`config.mk`:
```
export PLATFORM = sky130hd
export DESIGN_NAME = alu_op_sequencer
export DESIGN_NICKNAME = d
export VERILOG_FILES = /design/src/rtl/alu_op_sequencer.sv
export SDC_FILE = /design/constraint.sdc
export NUM_CORES = 1
export LEC_CHECK = 0
export CAP_MARGIN = 25
export CORE_UTILIZATION = 42
export DETAILED_ROUTE_END_ITERATION = 7
export GPL_TIMING_DRIVEN = 0
export PLACE_DENSITY = 0.95
export SLEW_MARGIN = 5
export SYNTH_ARGS = -nofsm -noshare
export SYNTH_HDL_FRONTEND = slang
export SYNTH_SLANG_ARGS = --single-unit
export TNS_END_PERCENT = 50
```
`constraint.sdc`:
```
create_clock -name CLK -period 4.7 [get_ports CLK]
set_input_delay 1.175 -clock CLK [delete_from_list [all_inputs] [get_ports CLK]]
set_output_delay 1.175 -clock CLK [all_outputs]
set_load 0.02 [all_outputs]
```
`src/rtl/alu_op_sequencer.sv`:
```
// Command sequencer in front of the registered ALU units: holds A/B/ALU_FUN while
// the units compute, captures the addressed unit's result and flag, and hands them off.
module alu_op_sequencer #(
    parameter int unsigned OP_WIDTH = 16,
    parameter int unsigned ALU_LAT  = 1
) (
    input  logic                    CLK,
    input  logic                    RST,
    input  logic                    cmd_valid,
    output logic                    cmd_ready,
    input  logic [OP_WIDTH-1:0]     cmd_a,
    input  logic [OP_WIDTH-1:0]     cmd_b,
    input  logic [3:0]              cmd_fun,
    output logic [OP_WIDTH-1:0]     alu_a,
    output logic [OP_WIDTH-1:0]     alu_b,
    output logic [3:0]              alu_fun,
    input  logic [2*OP_WIDTH-1:0]   arith_out,
    input  logic                    arith_flag,
    input  logic [OP_WIDTH-1:0]     logic_out,
    input  logic                    logic_flag,
    input  logic [OP_WIDTH-1:0]     cmp_out,
    input  logic                    cmp_flag,
    input  logic [OP_WIDTH-1:0]     shift_out,
    input  logic                    shift_flag,
    output logic                    res_valid,
    input  logic                    res_ready,
    output logic [2*OP_WIDTH-1:0]   res_data,
    output logic                    res_flag,
    output logic [1:0]              res_class,
    output logic                    busy
);

    typedef enum logic [1:0] {
        IDLE,
        EXEC,
        CAPT,
        DONE
    } state_t;

    localparam logic [2:0] LAT_LOAD = 3'(ALU_LAT);

    state_t                  state;
    state_t                  state_nxt;
    logic [2:0]              lat_cnt;
    logic [2:0]              lat_cnt_nxt;
    logic                    accept;
    logic                    load_res;
    logic [2*OP_WIDTH-1:0]   sel_data;
    logic                    sel_flag;

    // DONE hands the slot straight to the next command in the cycle the result is taken
    assign cmd_ready = RST && ((state == IDLE) || ((state == DONE) && res_ready));
    assign accept    = cmd_valid && cmd_ready;
    assign busy      = (state != IDLE);

    always_comb begin : next_state_logic
        state_nxt   = state;
        lat_cnt_nxt = lat_cnt;
        load_res    = 1'b0;
        case (state)
            IDLE: begin
                if (accept) begin
                    state_nxt   = EXEC;
                    lat_cnt_nxt = LAT_LOAD;
                end
            end
            EXEC: begin
                lat_cnt_nxt = lat_cnt - 3'd1;
                if (lat_cnt <= 3'd1) begin
                    state_nxt = CAPT;
                end
            end
            CAPT: begin
                load_res  = 1'b1;
                state_nxt = DONE;
            end
            DONE: begin
                if (res_ready) begin
                    if (accept) begin
                        state_nxt   = EXEC;
                        lat_cnt_nxt = LAT_LOAD;
                    end else begin
                        state_nxt = IDLE;
                    end
                end
            end
            default: begin
                state_nxt = IDLE;
            end
        endcase
    end

    always_comb begin : result_select
        sel_data = '0;
        sel_flag = 1'b0;
        case (alu_fun[3:2])
            2'b00: begin
                sel_data = arith_out;
                sel_flag = arith_flag;
            end
            2'b01: begin
                sel_data[OP_WIDTH-1:0] = logic_out;
                sel_flag               = logic_flag;
            end
            2'b10: begin
                sel_data[OP_WIDTH-1:0] = cmp_out;
                sel_flag               = cmp_flag;
            end
            2'b11: begin
                sel_data[OP_WIDTH-1:0] = shift_out;
                sel_flag               = shift_flag;
            end
        endcase
    end

    always_ff @(posedge CLK or negedge RST) begin : ctrl_regs
        if (!RST) begin
            state     <= IDLE;
            lat_cnt   <= '0;
            res_valid <= 1'b0;
        end else begin
            state     <= state_nxt;
            lat_cnt   <= lat_cnt_nxt;
            res_valid <= (state_nxt == DONE);
        end
    end

    always_ff @(posedge CLK or negedge RST) begin : operand_regs
        if (!RST) begin
            alu_a   <= '0;
            alu_b   <= '0;
            alu_fun <= '0;
        end else if (accept) begin
            alu_a   <= cmd_a;
            alu_b   <= cmd_b;
            alu_fun <= cmd_fun;
        end
    end

    always_ff @(posedge CLK or negedge RST) begin : result_regs
        if (!RST) begin
            res_data  <= '0;
            res_flag  <= 1'b0;
            res_class <= '0;
        end else if (load_res) begin
            res_data  <= sel_data;
            res_flag  <= sel_flag;
            res_class <= alu_fun[3:2];
        end
    end

endmodule

```
-- Word level (Yosys, flattened, before mapping)
Cells that the tools add are included.
- bits in registers: 77
- latch bits: 0
- memory bits (writable): 0
- ROM bits: 0
- logic and storage cells: 40
- memories: 0
- add/sub/neg operators: 1
- multipliers: 0
- div/mod/pow operators: 0
- magnitude comparators: 1
- equality and inequality tests: 8
- shift operators: 0
- mux-type cells: 12
- bitwise logic cells: 0
- reductions and logical operators: 9
- operator list (operator ; count):
    one-hot mux 16 bit (4 select lines) ; 1
    2-to-1 mux 16 bit ; 1
    == test 2 bit, second input constant ; 5
    one-hot mux 3 bit (3 select lines) ; 1
    one-hot mux 2 bit (4 select lines) ; 1
    2-to-1 mux 2 bit ; 3
    2-to-1 mux 3 bit ; 2
    == test 2 x 1 -> 1 bit, second input constant ; 2
    logical NOT 2 bit ; 2
    one-hot mux 1 bit (4 select lines) ; 1
    less-or-equal comparator 3 x 1 -> 1 bit, second input constant ; 1
    logical AND 1 bit ; 3
    nonzero test 3 bit ; 1
    subtractor 3 x 1 -> 3 bit, second input constant ; 1
    2-to-1 mux 1 bit ; 2
    != test 2 bit, second input constant ; 1
    AND reduction 2 bit ; 1
    nonzero test 2 bit ; 1
    logical OR 1 bit ; 1

-- Longest topological paths before layout
- depth after elaboration: 9
- mapped depth: 6
- depth with buffers taken out: 5

-- Worst setup path before layout
OpenSTA, ideal clock, no wires.
- path kind: input to output
- from: in res_ready
- to: out cmd_ready
- arrival: 1.801 ns
- data required time: 3.525 ns
- setup slack: 1.724 ns
- stages: 3
- path through: nand3_1 > and2_1 > nor2b_1
- longest elaborated chain between the ends: 3
- ends and longest elaborated chain (element ; line ; RTL):
    start: declaration ; 26 ; input logic res_ready,
    logical AND 1 bit ; 52 ; assign cmd_ready = RST && ((state == IDLE) || ((state == DONE) && res_ready));
    logical OR 1 bit ; 52 ;
    logical AND 1 bit ; 52 ;
    end: declaration ; 10 ; output logic cmd_ready,
No other way between the ends.

-- Worst setup path after layout
Ends and elaborated chain as after synthesis.

==> out/metrics.csv <==
metric;value;unit
antenna cell count;0;
worst reg2reg path depth;4;
initial antenna violation count;0;
WHS;0.475;ns
P&R area growth vs syn;66.4;%
max-slew violations;0;
Critical Path AT;2.76;ns
top cell type's share of synthesized area;0.550;
vias per cell;5.19;
Rel. slew slack;0.676;
placed cell area;5620;um2
pwr/cell area;641;nW/um2
CTS tree;yes;
postcts setup bufs;0;
DRT Pass-1 Iters;4;
gr ovfl total;0;
Post-DRT Antenna Nets;0;
worst reg2reg startpoint;state[0]$_DFF_PN0_;
CTS root buf;clkbuf_8;
Clock Latency Late Sink;0.33;ns
worst clock skew;0.00798;ns
largest net degree at the start of global routing;46;
initial core utilization;0.444;
Max clock buf depth;2;
HP Start;res_class[1]$_DFFE_PN0P_;
hold-critical path depth;2;
reg-to-reg endpoint;alu_a[12]$_DFFE_PN0P_;
r2r setup slk;2.98;ns
Most used DFF post-synth;dfrtp_1;
Setup crit end kind;primary output;
clock transition at the registers of the reported paths;0.07;ns
synth unique cells;30;
Worst setup SP type;input port;
Boundary Pins;198;
Hold Fails Final Rpt;0;
Post-Layout Cell Count;569;
hold path endpoint;res_class[1]$_DFFE_PN0P_;
Mapped Area;3510;um2
RSZ-0062 raised after global routing;no;
Worst Max-Slew Pin Slew;0.486;ns
die footprint;8720;um2
Synth warnings;0;
period utilization;0.837;
LEAKAGE;2.53;nW
crit path from;res_ready;
Worst VDD drop;424;uV
most frequent cell after synthesis;dfrtp_1;
Setup Crit Path Kind;in2out;
Fmax;254;MHz
crit path cell chain;clkdlybuf4s50_1 -> nand3_1 -> and2_1 -> nor2b_1 -> clkdlybuf4s50_1;
GPL Wtd Cong;0.788;
MaxCap Viol Count;0;
filler instances;497;
CTS Buf Count;9;
drt wl/cell;17.5;um
number of flops mapped to enable cells by yosys;0;
Post-CTS Hold Buffers;0;
final worst path period need;3.94;ns
Crit-path slowest cell;clkdlybuf4s50_1;
height of the die;93.4;um
largest cells by area after synthesis;dfrtp_1 55%, mux2_4 13%, mux2i_1 9.7%, o221ai_1 4.2%, a22o_1 4.0%;
Die X;93.4;um
Finished Cell Area;5830;um2
H-tree Lvls;3;
Nets;587;
most frequent cells after synthesis;77 x dfrtp_1, 34 x mux2i_1, 30 x mux2_4, 22 x nand2_1, 17 x o221ai_1;
Synth async-reset ratio;1.00;
Routed WL;9.96;mm
Max FO, Critical Path;3;
Seq/Total Area, Yosys;0.550;
placed cell count;553;
Final setup viols;0;
# DRC;0;
Mapped Nets;378;
Setup TNS;0;ns
Mapped Cells;253;
Rows;32;
delay of the slowest critical-path stage;0.62;ns
dpl hpwl;7.65;mm
vias in the first global route;3070;
Vias;2952;
Sink Count;77;
Yosys reg bits;77;
layout cells sized above 1;0.150;
global-route wire length before repair;15.5;mm
gr usage total;0.232;
Worst Hold Class;reg2reg;
outcome;finished, final reports clean;
area leader, netlist;dfrtp_1;
I/O Buffers;197;
1st-iter DRT viols;64;
Worst EP required;3.52;ns
post_cts resized;0;
core footprint;7890;um2
most used cell, CP;clkdlybuf4s50_1;
Synth Area per Inst;13.9;um2
sequential cells by signal, summed over array words and instances (netlist names):
| name | flops |
|---|---|
| res_data | 32 |
| alu_b | 16 |
| res_class | 2 |
| alu_fun | 4 |
| alu_a | 16 |
| res_flag | 1 |
| state | 2 |
| lat_cnt | 3 |
| res_valid | 1 |
area by class of cell:
type                       count  area [um2]  share of cell area
timing repair buffer         198        1990               0.341
sequential                    77        1930               0.330
multi-input combinational    157        1460               0.249
clock buffer                  13         169              0.0290
tap                          102         128              0.0219
buffer                        17         116              0.0199
clock inverter                 3        42.5             0.00729
inverter                       2        7.51             0.00129
worst max-delay path, delay by kind of cell:
| family | cells | cell delay, ns |
|---|---|---|
| buf+inv | 2 | 1.11 |
| simple gates | 3 | 0.48 |
where the power goes:
part | switching (mW) | total [mW] | internal [mW]
combinational | 0.960 | 2.05 | 1.09
clock | 0.226 | 0.514 | 0.289
sequential | 0.198 | 1.18 | 0.980
total | 1.38 | 3.74 | 2.36
layer usage:
metal | part of all wire | vias to the layer above | global-route usage | wire length [um]
met2 | 0.53 | 138 | 0.423 | 5280
met4 | 0.012 | 0 | 0.0628 | 120
met1 | 0.38 | 1452 | 0.271 | 3800
li1 | - | 1349 | - | -
met5 | 0 | - | 0 | 0
met3 | 0.076 | 13 | 0.0569 | 754
how the worst max path moves through the flow:
stage	end	slack, ns	cells after the start
finish	cmd_ready	0.76	5
global route	cmd_ready	0.68	5
global placement	cmd_ready	-1.55	3
floorplan	cmd_ready	1.72	3
detailed placement	cmd_ready	0.79	5
CTS	cmd_ready	0.77	5
metrics by stage:
step	setup slack [ns]	power, mW	utilization
after floorplan	1.72	2.32	-
after global placement	-1.55	3.17	0.711
after detailed placement	0.788	3.24	0.713
after CTS	0.770	3.77	0.740
after global routing	0.681	3.94	0.740
final	0.765	3.74	0.740
cells in the final DEF, fill, tap and decap left out, types with 2 or more instances in the layout:
cell	netlist	layout
a211oi_1	2	2
a21oi_1	6	6
a22o_1	16	16
and2_1	2	2
buf_2	9	9
buf_8	3	3
clkbuf_1	4	5
clkbuf_8	0	12
clkdlybuf4s50_1	0	196
dfrtp_1	77	77
inv_1	2	2
mux2_2	7	7
mux2_4	30	30
mux2i_1	34	34
nand2_1	22	22
nand3_1	2	2
nand3b_1	2	2
nor2_1	3	3
nor2b_1	2	2
o21ai_0	2	2
o221ai_1	17	17
logic make-up (layout without fill, tap and decap cells):
group,Yosys count,in the layout,share of synthesized area
fa+ha+maj,1,1,0.00357
buf+inv,19,233,0.0353
flops,77,77,0.550
xor+xnor,1,1,0.00250
mux,71,71,0.248
simple gates,38,38,0.0535
compound gates,46,46,0.107
Note: power is estimated with default switching activity, not from simulation.
